==> config.mk <==
export PLATFORM = sky130hd
export DESIGN_NAME = vga_timing_gen
export DESIGN_NICKNAME = d
export VERILOG_FILES = /design/src/rtl/vga_pkg.sv /design/src/rtl/vga_axis_counter.sv /design/src/rtl/vga_timing_gen.sv
export SDC_FILE = /design/constraint.sdc
export NUM_CORES = 1
export LEC_CHECK = 0
export ABC_CLOCK_PERIOD_IN_PS = 6500
export CORE_UTILIZATION = 55
export CTS_CLUSTER_SIZE = 10
export DETAILED_ROUTE_END_ITERATION = 12
export PLACE_DENSITY = 0.84
export SLEW_MARGIN = 20
export SYNTH_ARGS = -nofsm -noshare
export SYNTH_HDL_FRONTEND = slang
export SYNTH_HIERARCHICAL = 1
export SYNTH_SLANG_ARGS = --single-unit
==> constraint.sdc <==
create_clock -name clk -period 6.5 [get_ports clk]
set_clock_uncertainty 0.15 [all_clocks]
set_input_delay 1.95 -clock clk [delete_from_list [all_inputs] [get_ports clk]]
set_output_delay 1.95 -clock clk [all_outputs]
set_load 0.1 [all_outputs]
==> src/rtl/vga_pkg.sv <==
// Shared timing defaults, test-pattern codes and axis sizing helpers for the
// VGA raster timing generator.
package vga_pkg;

    localparam int DEF_H_ACTIVE = 640;
    localparam int DEF_H_FP     = 16;
    localparam int DEF_H_SYNC   = 96;
    localparam int DEF_H_BP     = 48;
    localparam int DEF_V_ACTIVE = 480;
    localparam int DEF_V_FP     = 10;
    localparam int DEF_V_SYNC   = 2;
    localparam int DEF_V_BP     = 33;

    localparam logic [1:0] PAT_BARS  = 2'd0;
    localparam logic [1:0] PAT_GRID  = 2'd1;
    localparam logic [1:0] PAT_WHITE = 2'd2;
    localparam logic [1:0] PAT_BLACK = 2'd3;

    function automatic int axis_total(input int act, input int fp, input int sync, input int bp);
        return act + fp + sync + bp;
    endfunction

    function automatic int axis_width(input int act, input int fp, input int sync, input int bp);
        return $clog2(axis_total(act, fp, sync, bp));
    endfunction

endpackage

==> src/rtl/vga_axis_counter.sv <==
// One raster axis: wrapping position counter plus active/sync window decode.
module vga_axis_counter
    import vga_pkg::*;
#(
    parameter int ACTIVE = DEF_H_ACTIVE,
    parameter int FP     = DEF_H_FP,
    parameter int SYNC   = DEF_H_SYNC,
    parameter int BP     = DEF_H_BP,
    localparam int TOTAL = axis_total(ACTIVE, FP, SYNC, BP),
    localparam int W     = axis_width(ACTIVE, FP, SYNC, BP)
) (
    input  logic         clk,
    input  logic         nRst,
    input  logic         inc,
    output logic [W-1:0] cnt,
    output logic         wrap,
    output logic         in_active,
    output logic         in_sync
);

    if (ACTIVE < 1 || SYNC < 1) begin : g_bad_params
        $error("vga_axis_counter: ACTIVE and SYNC must both be non-zero");
    end

    // Region bounds are all inclusive and <= TOTAL-1, so they fit in W bits.
    localparam logic [W-1:0] LAST       = W'(TOTAL - 1);
    localparam logic [W-1:0] ACT_LAST   = W'(ACTIVE - 1);
    localparam logic [W-1:0] SYNC_FIRST = W'(ACTIVE + FP);
    localparam logic [W-1:0] SYNC_LAST  = W'(ACTIVE + FP + SYNC - 1);
    localparam logic [W-1:0] ONE        = W'(1);

    logic [W-1:0] cnt_q;
    logic [W-1:0] cnt_d;
    logic         at_last_s;

    assign at_last_s = (cnt_q == LAST);

    // Next count: advance on inc, wrap to zero after the last position.
    always_comb begin
        cnt_d = cnt_q;
        if (inc) begin
            if (at_last_s) begin
                cnt_d = {W{1'b0}};
            end else begin
                cnt_d = cnt_q + ONE;
            end
        end else begin
            cnt_d = cnt_q;
        end
    end

    // Position register.
    always_ff @(posedge clk or negedge nRst) begin
        if (!nRst) begin
            cnt_q <= {W{1'b0}};
        end else begin
            cnt_q <= cnt_d;
        end
    end

    assign cnt       = cnt_q;
    assign wrap      = inc && at_last_s;
    assign in_active = (cnt_q <= ACT_LAST);
    assign in_sync   = (cnt_q >= SYNC_FIRST) && (cnt_q <= SYNC_LAST);

endmodule

==> src/rtl/vga_timing_gen.sv <==
// Parametrised VGA raster timing generator with a frame-synchronous
// test-pattern source and a single registered output stage.
module vga_timing_gen
    import vga_pkg::*;
#(
    parameter int H_ACTIVE = DEF_H_ACTIVE,
    parameter int H_FP     = DEF_H_FP,
    parameter int H_SYNC   = DEF_H_SYNC,
    parameter int H_BP     = DEF_H_BP,
    parameter int V_ACTIVE = DEF_V_ACTIVE,
    parameter int V_FP     = DEF_V_FP,
    parameter int V_SYNC   = DEF_V_SYNC,
    parameter int V_BP     = DEF_V_BP,
    parameter bit HS_POL   = 1'b0,
    parameter bit VS_POL   = 1'b0,
    parameter int COLOR_W  = 1,
    localparam int H_TOTAL = axis_total(H_ACTIVE, H_FP, H_SYNC, H_BP),
    localparam int V_TOTAL = axis_total(V_ACTIVE, V_FP, V_SYNC, V_BP),
    localparam int H_W     = axis_width(H_ACTIVE, H_FP, H_SYNC, H_BP),
    localparam int V_W     = axis_width(V_ACTIVE, V_FP, V_SYNC, V_BP)
) (
    input  logic               clk,
    input  logic               nRst,
    input  logic               en,
    input  logic [1:0]         pattern,
    output logic               vga_h_sync,
    output logic               vga_v_sync,
    output logic [COLOR_W-1:0] R,
    output logic [COLOR_W-1:0] G,
    output logic [COLOR_W-1:0] B,
    output logic               active,
    output logic [H_W-1:0]     pix_x,
    output logic [V_W-1:0]     pix_y,
    output logic               line_start,
    output logic               frame_start
);

    if (H_ACTIVE % 8 != 0) begin : g_bad_h_active
        $error("vga_timing_gen: H_ACTIVE must be a multiple of 8 for colour bars");
    end

    localparam int BAR_W = H_ACTIVE / 8;

    logic [H_W-1:0] h_cnt_s;
    logic [V_W-1:0] v_cnt_s;
    logic           h_wrap_s, h_act_s, h_sync_s;
    logic           v_wrap_unused_s, v_act_s, v_sync_s;
    logic           v_inc_s;

    assign v_inc_s = en && h_wrap_s;

    vga_axis_counter #(
        .ACTIVE(H_ACTIVE), .FP(H_FP), .SYNC(H_SYNC), .BP(H_BP)
    ) u_h_axis (
        .clk(clk), .nRst(nRst), .inc(en),
        .cnt(h_cnt_s), .wrap(h_wrap_s), .in_active(h_act_s), .in_sync(h_sync_s)
    );

    vga_axis_counter #(
        .ACTIVE(V_ACTIVE), .FP(V_FP), .SYNC(V_SYNC), .BP(V_BP)
    ) u_v_axis (
        .clk(clk), .nRst(nRst), .inc(v_inc_s),
        .cnt(v_cnt_s), .wrap(v_wrap_unused_s), .in_active(v_act_s), .in_sync(v_sync_s)
    );

    logic               at_origin_s;
    logic               active_s;
    logic [1:0]         eff_pat_s;
    logic [2:0]         bar_s;
    logic               grid_s;
    logic [COLOR_W-1:0] r_s, g_s, b_s;

    logic [1:0]         pat_q, pat_d;
    logic               hs_q, hs_d, vs_q, vs_d;
    logic [COLOR_W-1:0] r_q, r_d, g_q, g_d, b_q, b_d;
    logic               act_q, act_d;
    logic [H_W-1:0]     x_q, x_d;
    logic [V_W-1:0]     y_q, y_d;
    logic               ls_q, ls_d, fs_q, fs_d;

    assign at_origin_s = (h_cnt_s == {H_W{1'b0}}) && (v_cnt_s == {V_W{1'b0}});
    assign active_s    = h_act_s && v_act_s;
    // The origin pixel already uses the pattern captured on that same cycle.
    assign eff_pat_s   = at_origin_s ? pattern : pat_q;
    assign grid_s      = ((32'(h_cnt_s) & 32'hF) == 32'd0) || ((32'(v_cnt_s) & 32'hF) == 32'd0);

    // Colour-bar index: number of bar boundaries at or left of h.
    always_comb begin
        bar_s = 3'd0;
        for (int k = 1; k < 8; k++) begin
            if (h_cnt_s >= H_W'(k * BAR_W)) begin
                bar_s = 3'(k);
            end else begin
                bar_s = bar_s;
            end
        end
    end

    // Pattern colour mux, blanked outside the visible window.
    always_comb begin
        r_s = {COLOR_W{1'b0}};
        g_s = {COLOR_W{1'b0}};
        b_s = {COLOR_W{1'b0}};
        case (eff_pat_s)
            PAT_BARS: begin
                r_s = {COLOR_W{bar_s[2]}};
                g_s = {COLOR_W{bar_s[1]}};
                b_s = {COLOR_W{bar_s[0]}};
            end
            PAT_GRID: begin
                r_s = {COLOR_W{grid_s}};
                g_s = {COLOR_W{grid_s}};
                b_s = {COLOR_W{grid_s}};
            end
            PAT_WHITE: begin
                r_s = {COLOR_W{1'b1}};
                g_s = {COLOR_W{1'b1}};
                b_s = {COLOR_W{1'b1}};
            end
            PAT_BLACK: begin
                r_s = {COLOR_W{1'b0}};
                g_s = {COLOR_W{1'b0}};
                b_s = {COLOR_W{1'b0}};
            end
            default: begin
                r_s = {COLOR_W{1'b0}};
                g_s = {COLOR_W{1'b0}};
                b_s = {COLOR_W{1'b0}};
            end
        endcase
        if (!active_s) begin
            r_s = {COLOR_W{1'b0}};
            g_s = {COLOR_W{1'b0}};
            b_s = {COLOR_W{1'b0}};
        end else begin
            r_s = r_s;
        end
    end

    // Output-stage next state: load on en, otherwise hold; strobes self-clear.
    always_comb begin
        pat_d = pat_q;
        hs_d  = hs_q;
        vs_d  = vs_q;
        r_d   = r_q;
        g_d   = g_q;
        b_d   = b_q;
        act_d = act_q;
        x_d   = x_q;
        y_d   = y_q;
        ls_d  = 1'b0;
        fs_d  = 1'b0;
        if (en) begin
            pat_d = eff_pat_s;
            hs_d  = h_sync_s ? HS_POL : ~HS_POL;
            vs_d  = v_sync_s ? VS_POL : ~VS_POL;
            r_d   = r_s;
            g_d   = g_s;
            b_d   = b_s;
            act_d = active_s;
            x_d   = h_cnt_s;
            y_d   = v_cnt_s;
            ls_d  = (h_cnt_s == {H_W{1'b0}});
            fs_d  = at_origin_s;
        end else begin
            pat_d = pat_q;
        end
    end

    // Pattern shadow and registered outputs.
    always_ff @(posedge clk or negedge nRst) begin
        if (!nRst) begin
            pat_q <= PAT_BARS;
            hs_q  <= ~HS_POL;
            vs_q  <= ~VS_POL;
            r_q   <= {COLOR_W{1'b0}};
            g_q   <= {COLOR_W{1'b0}};
            b_q   <= {COLOR_W{1'b0}};
            act_q <= 1'b0;
            x_q   <= {H_W{1'b0}};
            y_q   <= {V_W{1'b0}};
            ls_q  <= 1'b0;
            fs_q  <= 1'b0;
        end else begin
            pat_q <= pat_d;
            hs_q  <= hs_d;
            vs_q  <= vs_d;
            r_q   <= r_d;
            g_q   <= g_d;
            b_q   <= b_d;
            act_q <= act_d;
            x_q   <= x_d;
            y_q   <= y_d;
            ls_q  <= ls_d;
            fs_q  <= fs_d;
        end
    end

    assign vga_h_sync  = hs_q;
    assign vga_v_sync  = vs_q;
    assign R           = r_q;
    assign G           = g_q;
    assign B           = b_q;
    assign active      = act_q;
    assign pix_x       = x_q;
    assign pix_y       = y_q;
    assign line_start  = ls_q;
    assign frame_start = fs_q;

endmodule

==> Word level (Yosys, flattened, before mapping) <==
Cells that the tools add are included.
{ "totals": {"ff_bits": 50, "latchBits": 0, "mem_bits_rw": 0, "mem_bits_ro": 0, "input_bits": 5, "output_inout_bits": 28, "mem_count": 0} }
{ "op_classes": {"addsub": 2, "multipliers": 0, "div": 0, "order_cmp": 13, "n_eq_ne": 5, "n_shift": 0, "muxes": 20, "bitwise_logic": 0, "reduce_logical": 12} }
{ "op_table": {"columns": ["cell", "n"], "rows": [
  ["32-bit zero test", 2],
  ["10-bit by 9-bit greater-or-equal comparator with 1-bit output, second input constant", 4],
  ["10-bit by 1-bit adder with 10-bit output, second input constant", 2],
  ["10-bit == test, second input constant", 2],
  ["10-bit greater-or-equal comparator, second input constant", 2],
  ["10-bit by 8-bit greater-or-equal comparator with 1-bit output, second input constant", 2],
  ["10-bit less-or-equal comparator, second input constant", 2],
  ["10-bit by 9-bit less-or-equal comparator with 1-bit output, second input constant", 2],
  ["10-bit zero test", 2],
  ["10-bit two-way mux", 2],
  ["3-bit two-way mux", 4],
  ["1-bit case mux with 4 select lines", 3],
  ["10-bit by 7-bit greater-or-equal comparator with 1-bit output, second input constant", 1],
  ["1-bit two-way mux", 8],
  ["1-bit logical AND", 6],
  ["2-bit two-way mux", 3],
  ["2-bit == test, second input constant", 2],
  ["2-bit by 1-bit == test with 1-bit output, second input constant", 1],
  ["2-bit zero test", 1],
  ["1-bit logical OR", 1]
]} }

==> Logic depth before layout (Yosys ltp) <==
{ "depth": {"word_depth": 10, "depth_mapped": 8, "mapped_depth_nobuf": 7} }

==> Modules after synthesis <==
Netlist, hierarchy kept.
{ "by_module_without_submodules": {"columns": ["mod", "instances", "cells_each", "area_each_um2", "seq_area_each_um2"], "rows": [
  ["vga_timing_gen", 1, 109, 1403.8, 753.2],
  ["vga_axis_counter (u_v_axis)", 1, 59, 608.1, 250.2],
  ["vga_axis_counter (u_h_axis)", 1, 59, 594.3, 250.2]
]} }

==> Worst setup path before layout <==
OpenSTA, ideal clock, no wires.
{ "synth_path": {"path_type": "input-to-reg", "startpoint": "input port en", "endpoint": "register u_v_axis.cnt_q[9] (netlist: u_v_axis/cnt[9])", "setup_time_ns": 0.077, "t_arrival_ns": 3.613, "path_slack_ns": 2.660, "stages": 8, "path_buffers": 2, "cell_sequence": "buf_2 -> nand4_1 -> nor3_4 -> and2_1 -> buf_2 -> nand4_1 -> or4_1 -> a21oi_1"} }
{ "synth_via": {"elab_chain_len": 2} }
{ "synth_rtl": {"columns": ["item", "line", "source"], "rows": [
  ["start: declaration", "vga_timing_gen.sv:24", "input logic en,"],
  ["1-bit logical AND", "vga_axis_counter.sv:62", "assign wrap = inc && at_last_s;"],
  ["via h_wrap_s", "vga_timing_gen.sv:46", "logic h_wrap_s, h_act_s, h_sync_s;"],
  ["1-bit logical AND", "vga_timing_gen.sv:50", "assign v_inc_s = en && h_wrap_s;"],
  ["via v_inc_s", "vga_timing_gen.sv:48", "logic v_inc_s;"],
  ["end signal: assignment", "vga_axis_counter.sv:55", "cnt_q <= {W{1'b0}};"],
  ["end signal: assignment", "vga_axis_counter.sv:57", "cnt_q <= cnt_d;"],
  ["end: declaration", "vga_axis_counter.sv:32", "logic [W-1:0] cnt_q;"]
]} }
The timed path passes the listed nets, and every way through them passes these cells.
A chain may end at the register's enable or synchronous reset.

==> Worst setup path in the final report <==
Ends and elaborated chain as after synthesis.

==> flow_metrics.tcl <==
set metrics [dict create \
    io_buffers 32 \
    finish.instance_area_um2 3054 \
    pre_cts_ws_ps 1694 \
    yosys-top-cells-area "dfrtp_1 (46%), mux2_2 (8.6%), nor4_4 (2.4%), ha_1 (2.4%), nand2_1 (2.3%)" \
    cts_tree "built" \
    grt.overflow.total 0 \
    grt.total_usage_pct 22.45 \
    clkSlewWorstSetupHoldPaths_ps 80 \
    yosysMostFrequentCell "dfrtp_1" \
    ys_ff_latch 50 \
    worstReg2RegStart "u_h_axis/cnt[8]" \
    vias_per_cell 6.084 \
    rsz0062_at_grt "false" \
    ir_worst_vdd_uv 335.7 \
    period_minus_slack_ps 4506 \
    antennaDiodeCount 0 \
    crit_path_end "u_v_axis/cnt[9]" \
    setup_tns_ps 0 \
    drtPass1Iterations 6 \
    ant_nets 0 \
    die_h_um 70.84 \
    yosys.cell_types.count 64 \
    yosysTopAreaCellShare_pct 46.09 \
    cts_htree_levels 2 \
    async_flop_share_pct 100.0 \
    ios 33 \
    multi_input_area_um2 1256 \
    drc 0 \
    gp_congestion 0.8338 \
    max_freq_ghz 0.2219 \
    drv_cap 0 \
    holdBufCountCts 0 \
    slew_headroom_pct 34.65 \
    path_class "input pin to register" \
    hold_viol 0 \
    finalWirelength_mm 4.997 \
    p_per_area_nw_per_um2 341.1 \
    status "complete, no violations" \
    syn_inst 227 \
    grt_max_degree 51 \
    routedWlPerCell_um 16.22 \
    seqCellArea_um2 1254 \
    dpl_cell_area_um2 2939 \
    fillerInstances 327 \
    finalNetCount 266 \
    setup_violations 0 \
    cp.arrival_ps 4580 \
    fp.dieArea_um2 5018 \
    coreArea_um2 4444 \
    dp_hpwl_mm 3.370 \
    drive_gt1_share_pct 21.48 \
    hp-class "register to register" \
    drv_slew 0 \
    fin_ws_ps 1994 \
    cp.required_ps 6580 \
    synth_edf_count 0 \
    initial_utilization_pct 58.64 \
    setup.worst_path.start_class "input pin" \
    rr_endpoint "u_v_axis/cnt[9]" \
    cts_buffer_depth 2 \
    ys_top_cells_by_count "dfrtp_1 (48), mux2_2 (20), nand2_1 (16)" \
    power.leakage_uw 0.001277 \
    cp_max_fo 33 \
    antenna_found_initial 0 \
    syn_area_per_cell_um2 11.48 \
    area_growth_pct 17.19 \
    synth_flop_cell "dfrtp_1" \
    p_total_uw 1042 \
    clock_sinks 50 \
    critPathLaunch "en" \
    fp-row-count 24 \
    synth_nets 237 \
    holdWs_ps 340.6 \
    cp-end-kind "register" \
    postCtsSetupBuffers 0 \
    grt_pass1_wl_mm 8.942 \
    cts_buffers 5 \
    synth_top_area_cell "dfrtp_1" \
    vias 1874 \
    clock_latency_ps 300 \
    grt_pass1_vias 1905 \
    die_w_um 70.84 \
    synth_area_um2 2606 \
    clockRootBuffer "clkbuf_8" \
    finalCritPeriodShare_pct 69.32 \
    drtIter0Drc 148 \
    yosysSeqAreaShare_pct 48.10 \
    reg2regPathDepth 6 \
    worst_pin_slew_ps 977.1 \
    cts_resized 0 \
    synth_warnings 6 \
    rrSetupSlack_ps 3530 \
]
-- worst max-delay path, cell delays in order --
cell and delay, ps:
clkdlybuf4s50_1 460, buf_4 350, nand4_1 330, nor3_4 270, and2_1 390, nand4_1 220, or4_1 440, a21oi_1 150
-- stage by stage --
step,cells,utilization (%)
floorplan,227,-
global placement,301,66.13
detailed placement,301,66.13
CTS,308,68.67
global route,308,68.72
finish,308,68.72
-- registers in the layout (all words and copies together), names as in the netlist --
| name | flops |
|---|---|
| line_start | 1 |
| frame_start | 1 |
| active | 1 |
| R | 1 |
| B | 1 |
| u_h_axis/cnt | 10 |
| u_v_axis/cnt | 10 |
| vga_v_sync | 1 |
| pix_x | 10 |
| G | 1 |
| vga_h_sync | 1 |
| pix_y | 10 |
| pat_q | 2 |
-- layout make-up --
type / count / area share [%]
clock buffers: 6 / 2.704
clock inverters: 1 / 0.9832
inverters: 11 / 1.352
multi-input cells: 155 / 41.13
flip-flops and latches: 50 / 41.05
well taps: 52 / 2.130
repair buffers: 33 / 10.65
-- routing by layer --
| layer | track usage, % | vias to the layer above | share of wire, % |
|---|---|---|---|
| met5 | 0 | - | 0 |
| met4 | 7.556 | 0 | 1.8 |
| met3 | 4.274 | 11 | 4.3 |
| met2 | 36.97 | 43 | 48 |
| met1 | 30.11 | 934 | 46 |
| li1 | - | 886 | - |
-- cells in the final DEF (no fill, tap or decap), types with 6 or more instances in the layout --
| cell type | instances |
|---|---|
| clkbuf_8 | 6 |
| mux2_2 | 20 |
| inv_1 | 11 |
| clkdlybuf4s50_1 | 31 |
| o21ai_0 | 6 |
| nand4_1 | 7 |
| nor2_1 | 10 |
| dfrtp_1 | 48 |
| nand2_1 | 16 |
| nand3_1 | 9 |
-- power by group --
part           switching [µW]  leakage [µW]  internal, µW
logic                     268      0.000622           117
registers                81.8      0.000597           356
clock network            95.7     0.0000573           123
-- cells by family after synthesis --
kind of cell / synth area share (%)
xor gates and xnor gates: 2.689
muxes: 11.33
and+or+nand+nor: 20.02
adders and majority gates: 2.784
buffers and inverters: 3.696
DFF: 48.10
AOI/OAI and AO/OA: 11.38
-- worst min path at each step --
stage / startpoint / to / slack (ps) / cells past startpoint
finish: vga_v_sync / vga_v_sync / 340 / 2
global route: vga_v_sync / vga_v_sync / 380 / 2
global placement: vga_v_sync / vga_v_sync / 330 / 2
floorplan: u_v_axis/cnt[4] / pix_y[4] / 350 / 1
CTS: vga_v_sync / vga_v_sync / 340 / 2
detailed placement: vga_v_sync / vga_v_sync / 330 / 2
Note: power is estimated with default switching activity, not from simulation.
